--- src/rtl/id_ex_stage_pkg.sv ---
// ---------------------------------------------------------------------------
// id_ex_stage_pkg
//   Shared definitions for the decode-to-execute pipeline register:
//   opcode encodings seen by the ALU, immediate width, the forwarding
//   source selector and a helper that decides how an immediate is extended.
// ---------------------------------------------------------------------------
package id_ex_stage_pkg;

  localparam int OPCODE_W = 6;
  localparam int IMM_W    = 16;

  // ALU opcode encodings
  localparam logic [OPCODE_W-1:0] OPCODE_ADD   = 6'h00;
  localparam logic [OPCODE_W-1:0] OPCODE_SUB   = 6'h01;
  localparam logic [OPCODE_W-1:0] OPCODE_AND   = 6'h02;
  localparam logic [OPCODE_W-1:0] OPCODE_OR    = 6'h03;
  localparam logic [OPCODE_W-1:0] OPCODE_XOR   = 6'h04;
  localparam logic [OPCODE_W-1:0] OPCODE_ADDI  = 6'h08;
  localparam logic [OPCODE_W-1:0] OPCODE_ADDUI = 6'h09;
  localparam logic [OPCODE_W-1:0] OPCODE_LW    = 6'h10;
  localparam logic [OPCODE_W-1:0] OPCODE_SW    = 6'h11;

  // Where a source operand is taken from
  typedef enum logic [1:0] {
    FWD_ZERO = 2'd0,
    FWD_EX   = 2'd1,
    FWD_WB   = 2'd2,
    FWD_RF   = 2'd3
  } fwd_sel_e;

  // Only ADDI sign-extends its immediate; every other immediate user zero-extends.
  function automatic logic imm_is_signed(input logic [OPCODE_W-1:0] opcode);
    return (opcode == OPCODE_ADDI);
  endfunction

endpackage

--- src/rtl/id_ex_stage_fwd_mux.sv ---
// ---------------------------------------------------------------------------
// fwd_mux
//   Combinational forwarding selector for one source operand.
//   Priority: r0 -> zero, then the ALU result of the instruction in EX
//   (when it writes a non-load result), then the writeback bus, then the
//   register-file read data.
//
//   Ports:
//     rs        source register index
//     rf_data   register-file read data for rs
//     ex_fwd_en EX holds a valid, writing, non-load instruction
//     ex_rd     destination index of the instruction in EX
//     alu_out   ALU result of the instruction in EX
//     wb_we     writeback bus write enable
//     wb_rd     writeback bus destination index
//     wb_data   writeback bus data
//     operand   resolved operand value
// ---------------------------------------------------------------------------
module fwd_mux
  import id_ex_stage_pkg::*;
#(
  parameter int REG_IDX_W = 5,
  parameter int DATA_W    = 32
) (
  input  logic [REG_IDX_W-1:0] rs,
  input  logic [DATA_W-1:0]    rf_data,
  input  logic                 ex_fwd_en,
  input  logic [REG_IDX_W-1:0] ex_rd,
  input  logic [DATA_W-1:0]    alu_out,
  input  logic                 wb_we,
  input  logic [REG_IDX_W-1:0] wb_rd,
  input  logic [DATA_W-1:0]    wb_data,
  output logic [DATA_W-1:0]    operand
);

  fwd_sel_e sel_s;
  logic     rs_is_zero_s;
  logic     ex_hit_s;
  logic     wb_hit_s;

  assign rs_is_zero_s = (rs == {REG_IDX_W{1'b0}});
  assign ex_hit_s     = ex_fwd_en & (ex_rd == rs);
  assign wb_hit_s     = wb_we & (wb_rd == rs);

  // Pick the operand source; EX wins over WB because it is the younger write.
  always_comb begin
    sel_s = FWD_RF;
    if (rs_is_zero_s) begin
      sel_s = FWD_ZERO;
    end else if (ex_hit_s) begin
      sel_s = FWD_EX;
    end else if (wb_hit_s) begin
      sel_s = FWD_WB;
    end else begin
      sel_s = FWD_RF;
    end
  end

  // Steer the selected source onto the operand.
  always_comb begin
    operand = {DATA_W{1'b0}};
    case (sel_s)
      FWD_ZERO: operand = {DATA_W{1'b0}};
      FWD_EX:   operand = alu_out;
      FWD_WB:   operand = wb_data;
      FWD_RF:   operand = rf_data;
      default:  operand = {DATA_W{1'b0}};
    endcase
  end

endmodule

--- src/rtl/id_ex_stage.sv ---
// ---------------------------------------------------------------------------
// id_ex_stage
//   Decode-to-execute pipeline register feeding the ALU. Accepts one decoded
//   instruction per cycle, resolves both source operands with forwarding from
//   EX and WB, builds the ADDI/ADDUI immediate and inserts a single bubble on
//   a load-use dependency. ex_opcode/ex_a/ex_b drive the ALU directly.
//
//   Ports:
//     clk, rst                 clock, synchronous active-high reset
//     dec_valid / dec_ready    decode handshake (dec_ready is combinational)
//     dec_opcode, dec_rs_a, dec_rs_b, dec_rd, dec_we, dec_is_load,
//     dec_use_imm, dec_imm     decoded instruction fields
//     rf_a, rf_b               register-file read data for rs_a / rs_b
//     alu_out                  ALU result of the instruction in EX
//     wb_we, wb_rd, wb_data    writeback bus (carries load data)
//     ex_stall                 downstream cannot take a new instruction
//     flush                    kill the instruction in EX and the offered one
//     ex_valid, ex_opcode, ex_a, ex_b, ex_rd, ex_we, ex_is_load
//                              registered EX-stage instruction
// ---------------------------------------------------------------------------
module id_ex_stage
  import id_ex_stage_pkg::*;
#(
  parameter int REG_IDX_W = 5,
  parameter int DATA_W    = 32
) (
  input  logic                 clk,
  input  logic                 rst,
  input  logic                 dec_valid,
  output logic                 dec_ready,
  input  logic [OPCODE_W-1:0]  dec_opcode,
  input  logic [REG_IDX_W-1:0] dec_rs_a,
  input  logic [REG_IDX_W-1:0] dec_rs_b,
  input  logic [REG_IDX_W-1:0] dec_rd,
  input  logic                 dec_we,
  input  logic                 dec_is_load,
  input  logic                 dec_use_imm,
  input  logic [IMM_W-1:0]     dec_imm,
  input  logic [DATA_W-1:0]    rf_a,
  input  logic [DATA_W-1:0]    rf_b,
  input  logic [DATA_W-1:0]    alu_out,
  input  logic                 wb_we,
  input  logic [REG_IDX_W-1:0] wb_rd,
  input  logic [DATA_W-1:0]    wb_data,
  input  logic                 ex_stall,
  input  logic                 flush,
  output logic                 ex_valid,
  output logic [OPCODE_W-1:0]  ex_opcode,
  output logic [DATA_W-1:0]    ex_a,
  output logic [DATA_W-1:0]    ex_b,
  output logic [REG_IDX_W-1:0] ex_rd,
  output logic                 ex_we,
  output logic                 ex_is_load
);

  // EX-stage pipeline registers
  logic                 ex_valid_r;
  logic [OPCODE_W-1:0]  ex_opcode_r;
  logic [DATA_W-1:0]    ex_a_r;
  logic [DATA_W-1:0]    ex_b_r;
  logic [REG_IDX_W-1:0] ex_rd_r;
  logic                 ex_we_r;
  logic                 ex_is_load_r;

  // Operand resolution and hazard detection
  logic                 ex_fwd_en_s;
  logic [DATA_W-1:0]    opnd_a_s;
  logic [DATA_W-1:0]    opnd_b_s;
  logic [DATA_W-1:0]    imm_s;
  logic [DATA_W-1:0]    b_sel_s;
  logic                 load_in_ex_s;
  logic                 rs_a_dep_s;
  logic                 rs_b_dep_s;
  logic                 hazard_s;

  // A load's result is not known in EX, so only non-load writers forward alu_out.
  assign ex_fwd_en_s = ex_valid_r & ex_we_r & ~ex_is_load_r;

  fwd_mux #(
    .REG_IDX_W (REG_IDX_W),
    .DATA_W    (DATA_W)
  ) u_fwd_a (
    .rs        (dec_rs_a),
    .rf_data   (rf_a),
    .ex_fwd_en (ex_fwd_en_s),
    .ex_rd     (ex_rd_r),
    .alu_out   (alu_out),
    .wb_we     (wb_we),
    .wb_rd     (wb_rd),
    .wb_data   (wb_data),
    .operand   (opnd_a_s)
  );

  fwd_mux #(
    .REG_IDX_W (REG_IDX_W),
    .DATA_W    (DATA_W)
  ) u_fwd_b (
    .rs        (dec_rs_b),
    .rf_data   (rf_b),
    .ex_fwd_en (ex_fwd_en_s),
    .ex_rd     (ex_rd_r),
    .alu_out   (alu_out),
    .wb_we     (wb_we),
    .wb_rd     (wb_rd),
    .wb_data   (wb_data),
    .operand   (opnd_b_s)
  );

  // Build the immediate: sign-extended for ADDI, zero-extended otherwise.
  always_comb begin
    imm_s = {DATA_W{1'b0}};
    if (imm_is_signed(dec_opcode)) begin
      imm_s = {{(DATA_W-IMM_W){dec_imm[IMM_W-1]}}, dec_imm};
    end else begin
      imm_s = {{(DATA_W-IMM_W){1'b0}}, dec_imm};
    end
  end

  // Second ALU input: immediate replaces rs_b entirely when selected.
  always_comb begin
    b_sel_s = opnd_b_s;
    if (dec_use_imm) begin
      b_sel_s = imm_s;
    end else begin
      b_sel_s = opnd_b_s;
    end
  end

  // Load-use check; rs_b only matters when it is actually read.
  assign load_in_ex_s = ex_valid_r & ex_is_load_r & ex_we_r &
                        (ex_rd_r != {REG_IDX_W{1'b0}});
  assign rs_a_dep_s   = (ex_rd_r == dec_rs_a);
  assign rs_b_dep_s   = ~dec_use_imm & (ex_rd_r == dec_rs_b);
  assign hazard_s     = dec_valid & load_in_ex_s & (rs_a_dep_s | rs_b_dep_s);

  // Handshake stays purely combinational so decode sees the stall in-cycle.
  assign dec_ready = ~ex_stall & ~hazard_s & ~flush;

  // EX pipeline register; a bubble keeps opcode/operands so the ALU inputs stay stable.
  always_ff @(posedge clk) begin
    if (rst) begin
      ex_valid_r   <= 1'b0;
      ex_we_r      <= 1'b0;
      ex_is_load_r <= 1'b0;
      ex_opcode_r  <= {OPCODE_W{1'b0}};
      ex_a_r       <= {DATA_W{1'b0}};
      ex_b_r       <= {DATA_W{1'b0}};
      ex_rd_r      <= {REG_IDX_W{1'b0}};
    end else if (flush) begin
      ex_valid_r   <= 1'b0;
      ex_we_r      <= 1'b0;
      ex_is_load_r <= 1'b0;
    end else if (ex_stall) begin
      ex_valid_r   <= ex_valid_r;
      ex_we_r      <= ex_we_r;
      ex_is_load_r <= ex_is_load_r;
    end else if (hazard_s) begin
      // The load advances to WB; the dependent instruction is re-offered
      // next cycle and picks the load data up from the writeback bus.
      ex_valid_r   <= 1'b0;
      ex_we_r      <= 1'b0;
      ex_is_load_r <= 1'b0;
    end else if (dec_valid) begin
      ex_valid_r   <= 1'b1;
      ex_we_r      <= dec_we;
      ex_is_load_r <= dec_is_load;
      ex_opcode_r  <= dec_opcode;
      ex_a_r       <= opnd_a_s;
      ex_b_r       <= b_sel_s;
      ex_rd_r      <= dec_rd;
    end else begin
      ex_valid_r   <= 1'b0;
      ex_we_r      <= 1'b0;
      ex_is_load_r <= 1'b0;
    end
  end

  assign ex_valid   = ex_valid_r;
  assign ex_opcode  = ex_opcode_r;
  assign ex_a       = ex_a_r;
  assign ex_b       = ex_b_r;
  assign ex_rd      = ex_rd_r;
  assign ex_we      = ex_we_r;
  assign ex_is_load = ex_is_load_r;

endmodule

--- config.mk ---
export PLATFORM = sky130hd
export DESIGN_NAME = id_ex_stage
export DESIGN_NICKNAME = d
export VERILOG_FILES = /design/src/rtl/id_ex_stage_pkg.sv /design/src/rtl/id_ex_stage_fwd_mux.sv /design/src/rtl/id_ex_stage.sv
export SDC_FILE = /design/constraint.sdc
export NUM_CORES = 1
export LEC_CHECK = 0
export ABC_AREA = 1
export BUFFER_PORTS_ARGS = -buffer_cell sky130_fd_sc_hd__buf_4
export CAP_MARGIN = 0
export CELL_PAD_IN_SITES_DETAIL_PLACEMENT = 0
export CELL_PAD_IN_SITES_GLOBAL_PLACEMENT = 1
export CORE_ASPECT_RATIO = 1.25
export CORE_MARGIN = 2
export CORE_UTILIZATION = 33
export CTS_BUF_LIST = sky130_fd_sc_hd__clkbuf_16
export DETAILED_ROUTE_END_ITERATION = 16
export GPL_TIMING_DRIVEN = 0
export PLACE_DENSITY_LB_ADDON = 0.1
export REMOVE_ABC_BUFFERS = 1
export SYNTH_ARGS = -nofsm -noshare
export SYNTH_HDL_FRONTEND = slang
export SYNTH_SLANG_ARGS = --single-unit
--- constraint.sdc ---
create_clock -name clk -period 3.5 [get_ports clk]
set_input_delay 0.525 -clock clk [delete_from_list [all_inputs] [get_ports clk]]
set_output_delay 0.525 -clock clk [all_outputs]
set_load 0.005 [all_outputs]
==> results.toml <==
[die]
die_h_um = 146
start_util = 0.338
fp.dieW_um = 117
row_count = 51
die_area_um2 = 17100
core_area_um2 = 15600
ios = 258

[clock_network]
cts_tree = "yes"
clock_path_buffers = 2
ctsHtreeMaxLevel = 3
clkLatencyLatePin_ps = 340
cts_setup_buffers = 0
clk_pin_slew_ps = 60
cts_root_buf = "clkbuf_16"
cts.sink_count = 78
hold_buffers = 0
cts_buffers = 9

[run_status]
status = "finished, final reports clean"

[sta]
rsz0062_at_grt = "false"
fin_skew_ps = 5.74
slew_violations = 0
setup_ws_ps = 308
setup_viol = 0
worst_pin_slew_ps = 1360
fmax_mhz = 313
finalCritPeriodShare = 0.912
period_needed_ps = 3190
slew_headroom = 0.0948
hold_violations = 0

[route]
wl_um = 21500
vias_per_cell = 5.02
vias = 6525
post_drt_wl_per_cell_um = 16.5
drt_iter0_drc = 397
final_antenna_net_count = 0
drtPass1Iterations = 5
drc = 0

[setup_path]
cp_max_fo = 33
cp_data_required_time_ps = 3780
crit_type = "input pin to flop"
end_kind = "flop"
start_kind = "input pin"
worstPathArrival_ps = 3470

[run]
max_cap_violations = 0

[logic_synthesis]
ys_seq_area_frac = 0.295
synthFlopType = "dfxtp_1"
synth_cell_type_count = 21
synthCells = 877
ys_ff_latch = 78
synth_area_um2 = 5290
synth-edff-count = 0
avgSynthCellArea_um2 = 6.03
ys_async_sr_fraction = 0
yosysWarnings = 0

[global_route]
antenna_found_initial = 0
grt_pass1_wl_um = 33400
grt_use_total = 0.250
grt-ovfl-total = 0
grt_max_degree = 65
grt_pass1_vias = 6388

[placement]
pre_cts_slack_ps = -520
dpl.hpwl_um = 14300
routabilityCongestion = 0.884
placed_area_um2 = 7230
placed_cells = 1285
port-buffer-count = 257

[power_and_ir_drop]
vdd_ir_drop_max_uv = 220
power_leakage_nw = 3.78
power.density_nw_per_um2 = 332

[worst_hold_path]
hp-class = "input pin to flop"

[final_layout]
nFillCells = 1720
drive_above_1_share = 0.282
syn2layout_area_growth_pct = 43.1
fin_nets = 1264
fin_area_um2 = 7570
antennaDiodeCount = 0
stdcell_count = 1301
## layer usage
metal,global-route usage,vias up,routed length (µm),part of all wire
li1,-,3309,-,-
met1,0.302,2943,8670,0.40
met2,0.430,244,10600,0.49
met3,0.0541,29,1710,0.080
met4,0.0835,0,465,0.022
met5,0,-,0,0
## critical path, cell delays in order
cell and delay, ps:
buf_4 120, inv_1 110, nor2_1 50, nor2_1 120, nand3_2 650, inv_1 1300
nand4_1 190, nand3_1 180, nand2_1 80, a21oi_2 120
## sequential cells by signal, indices dropped and copies added, names as in the netlist
| name | flops |
|---|---|
| ex_b | 32 |
| ex_valid | 1 |
| ex_a | 32 |
| ex_opcode | 6 |
| ex_rd | 5 |
| ex_is_load | 1 |
| ex_we | 1 |
## Yosys cell counts (2+ instances only)
cell type | instances | share of area
nand2_1 | 324 | 0.23
a21oi_1 | 63 | 0.060
xnor2_1 | 2 | 0.0033
inv_1 | 75 | 0.053
dfxtp_1 | 78 | 0.30
a21oi_2 | 15 | 0.025
nand3_1 | 102 | 0.096
nand4_1 | 99 | 0.12
nor2_2 | 4 | 0.0047
buf_1 | 2 | 0.0014
buf_4 | 5 | 0.0071
inv_2 | 6 | 0.0043
buf_2 | 34 | 0.032
clkbuf_1 | 15 | 0.011
nor4_1 | 2 | 0.0024
buf_6 | 13 | 0.028
nor2_1 | 34 | 0.024
## where the power goes
group | total (W) | internal, W | switching (W)
Clock | 0.00106 | 0.000686 | 0.000378
Sequential | 0.000946 | 0.000925 | 0.0000211
Combinational | 0.000505 | 0.000259 | 0.000246
## per-stage QoR
step,total power [W],setup TNS (ps),hold slack [ps],utilization
detailed placement,0.00147,-26630,456,0.462
finish,0.00251,0,442,0.484
global placement,0.00147,-191080,453,0.452
global route,0.00263,0,440,0.484
floorplan,0.00116,-22980,456,-
CTS,0.00254,0,433,0.484
## path summary, 6_finish.rpt
kind	to	cells after the start	from	slack (ps)
setup / recovery	ex_b[30]	10	dec_rs_b[4]	310
hold / removal	ex_is_load	3	dec_is_load	440
setup reg to reg	ex_a[3]	11	ex_rd[1]	440
hold reg to reg	ex_a[1]	2	ex_a[1]	460
## logic make-up after synthesis
logic type / count (synthesis) / share of synthesized area
and+or+nand+nor: 568 / 0.479
buffers and inverters: 150 / 0.136
AOI/OAI and AO/OA: 78 / 0.0844
DFF: 78 / 0.295
xor gates and xnor gates: 3 / 0.00497
## final cells by class
| cell class | count | area [µm²] | share of cell area |
|---|---|---|---|
| multi-input combinational | 649 | 3040 | 0.401 |
| clock buffer | 9 | 225 | 0.0297 |
| tap | 212 | 265 | 0.0350 |
| inverter | 81 | 310 | 0.0410 |
| timing repair inverter | 1 | 5.00 | 0.000661 |
| sequential | 78 | 1560 | 0.206 |
| clock inverter | 6 | 101 | 0.0134 |
| timing repair buffer | 265 | 2060 | 0.273 |
## placed cells by master (no fill, tap or decap), drive strengths merged, types with 3 or more instances in the layout
master and count:
clkinv 3, dfxtp 78, nand4 99, bufinv 3
clkbuf 9, nand3 103, inv 80, buf 265
nand2 324, a21oi 78, nor2 38
## repair_timing
action / in CTS / in global routing
setup endpoints to repair: 59 / 56
gates cloned: 0 / 1
pin swaps: 0 / 0
gates resized for setup: 2 / 1
Power figures use the tool's default switching activity.
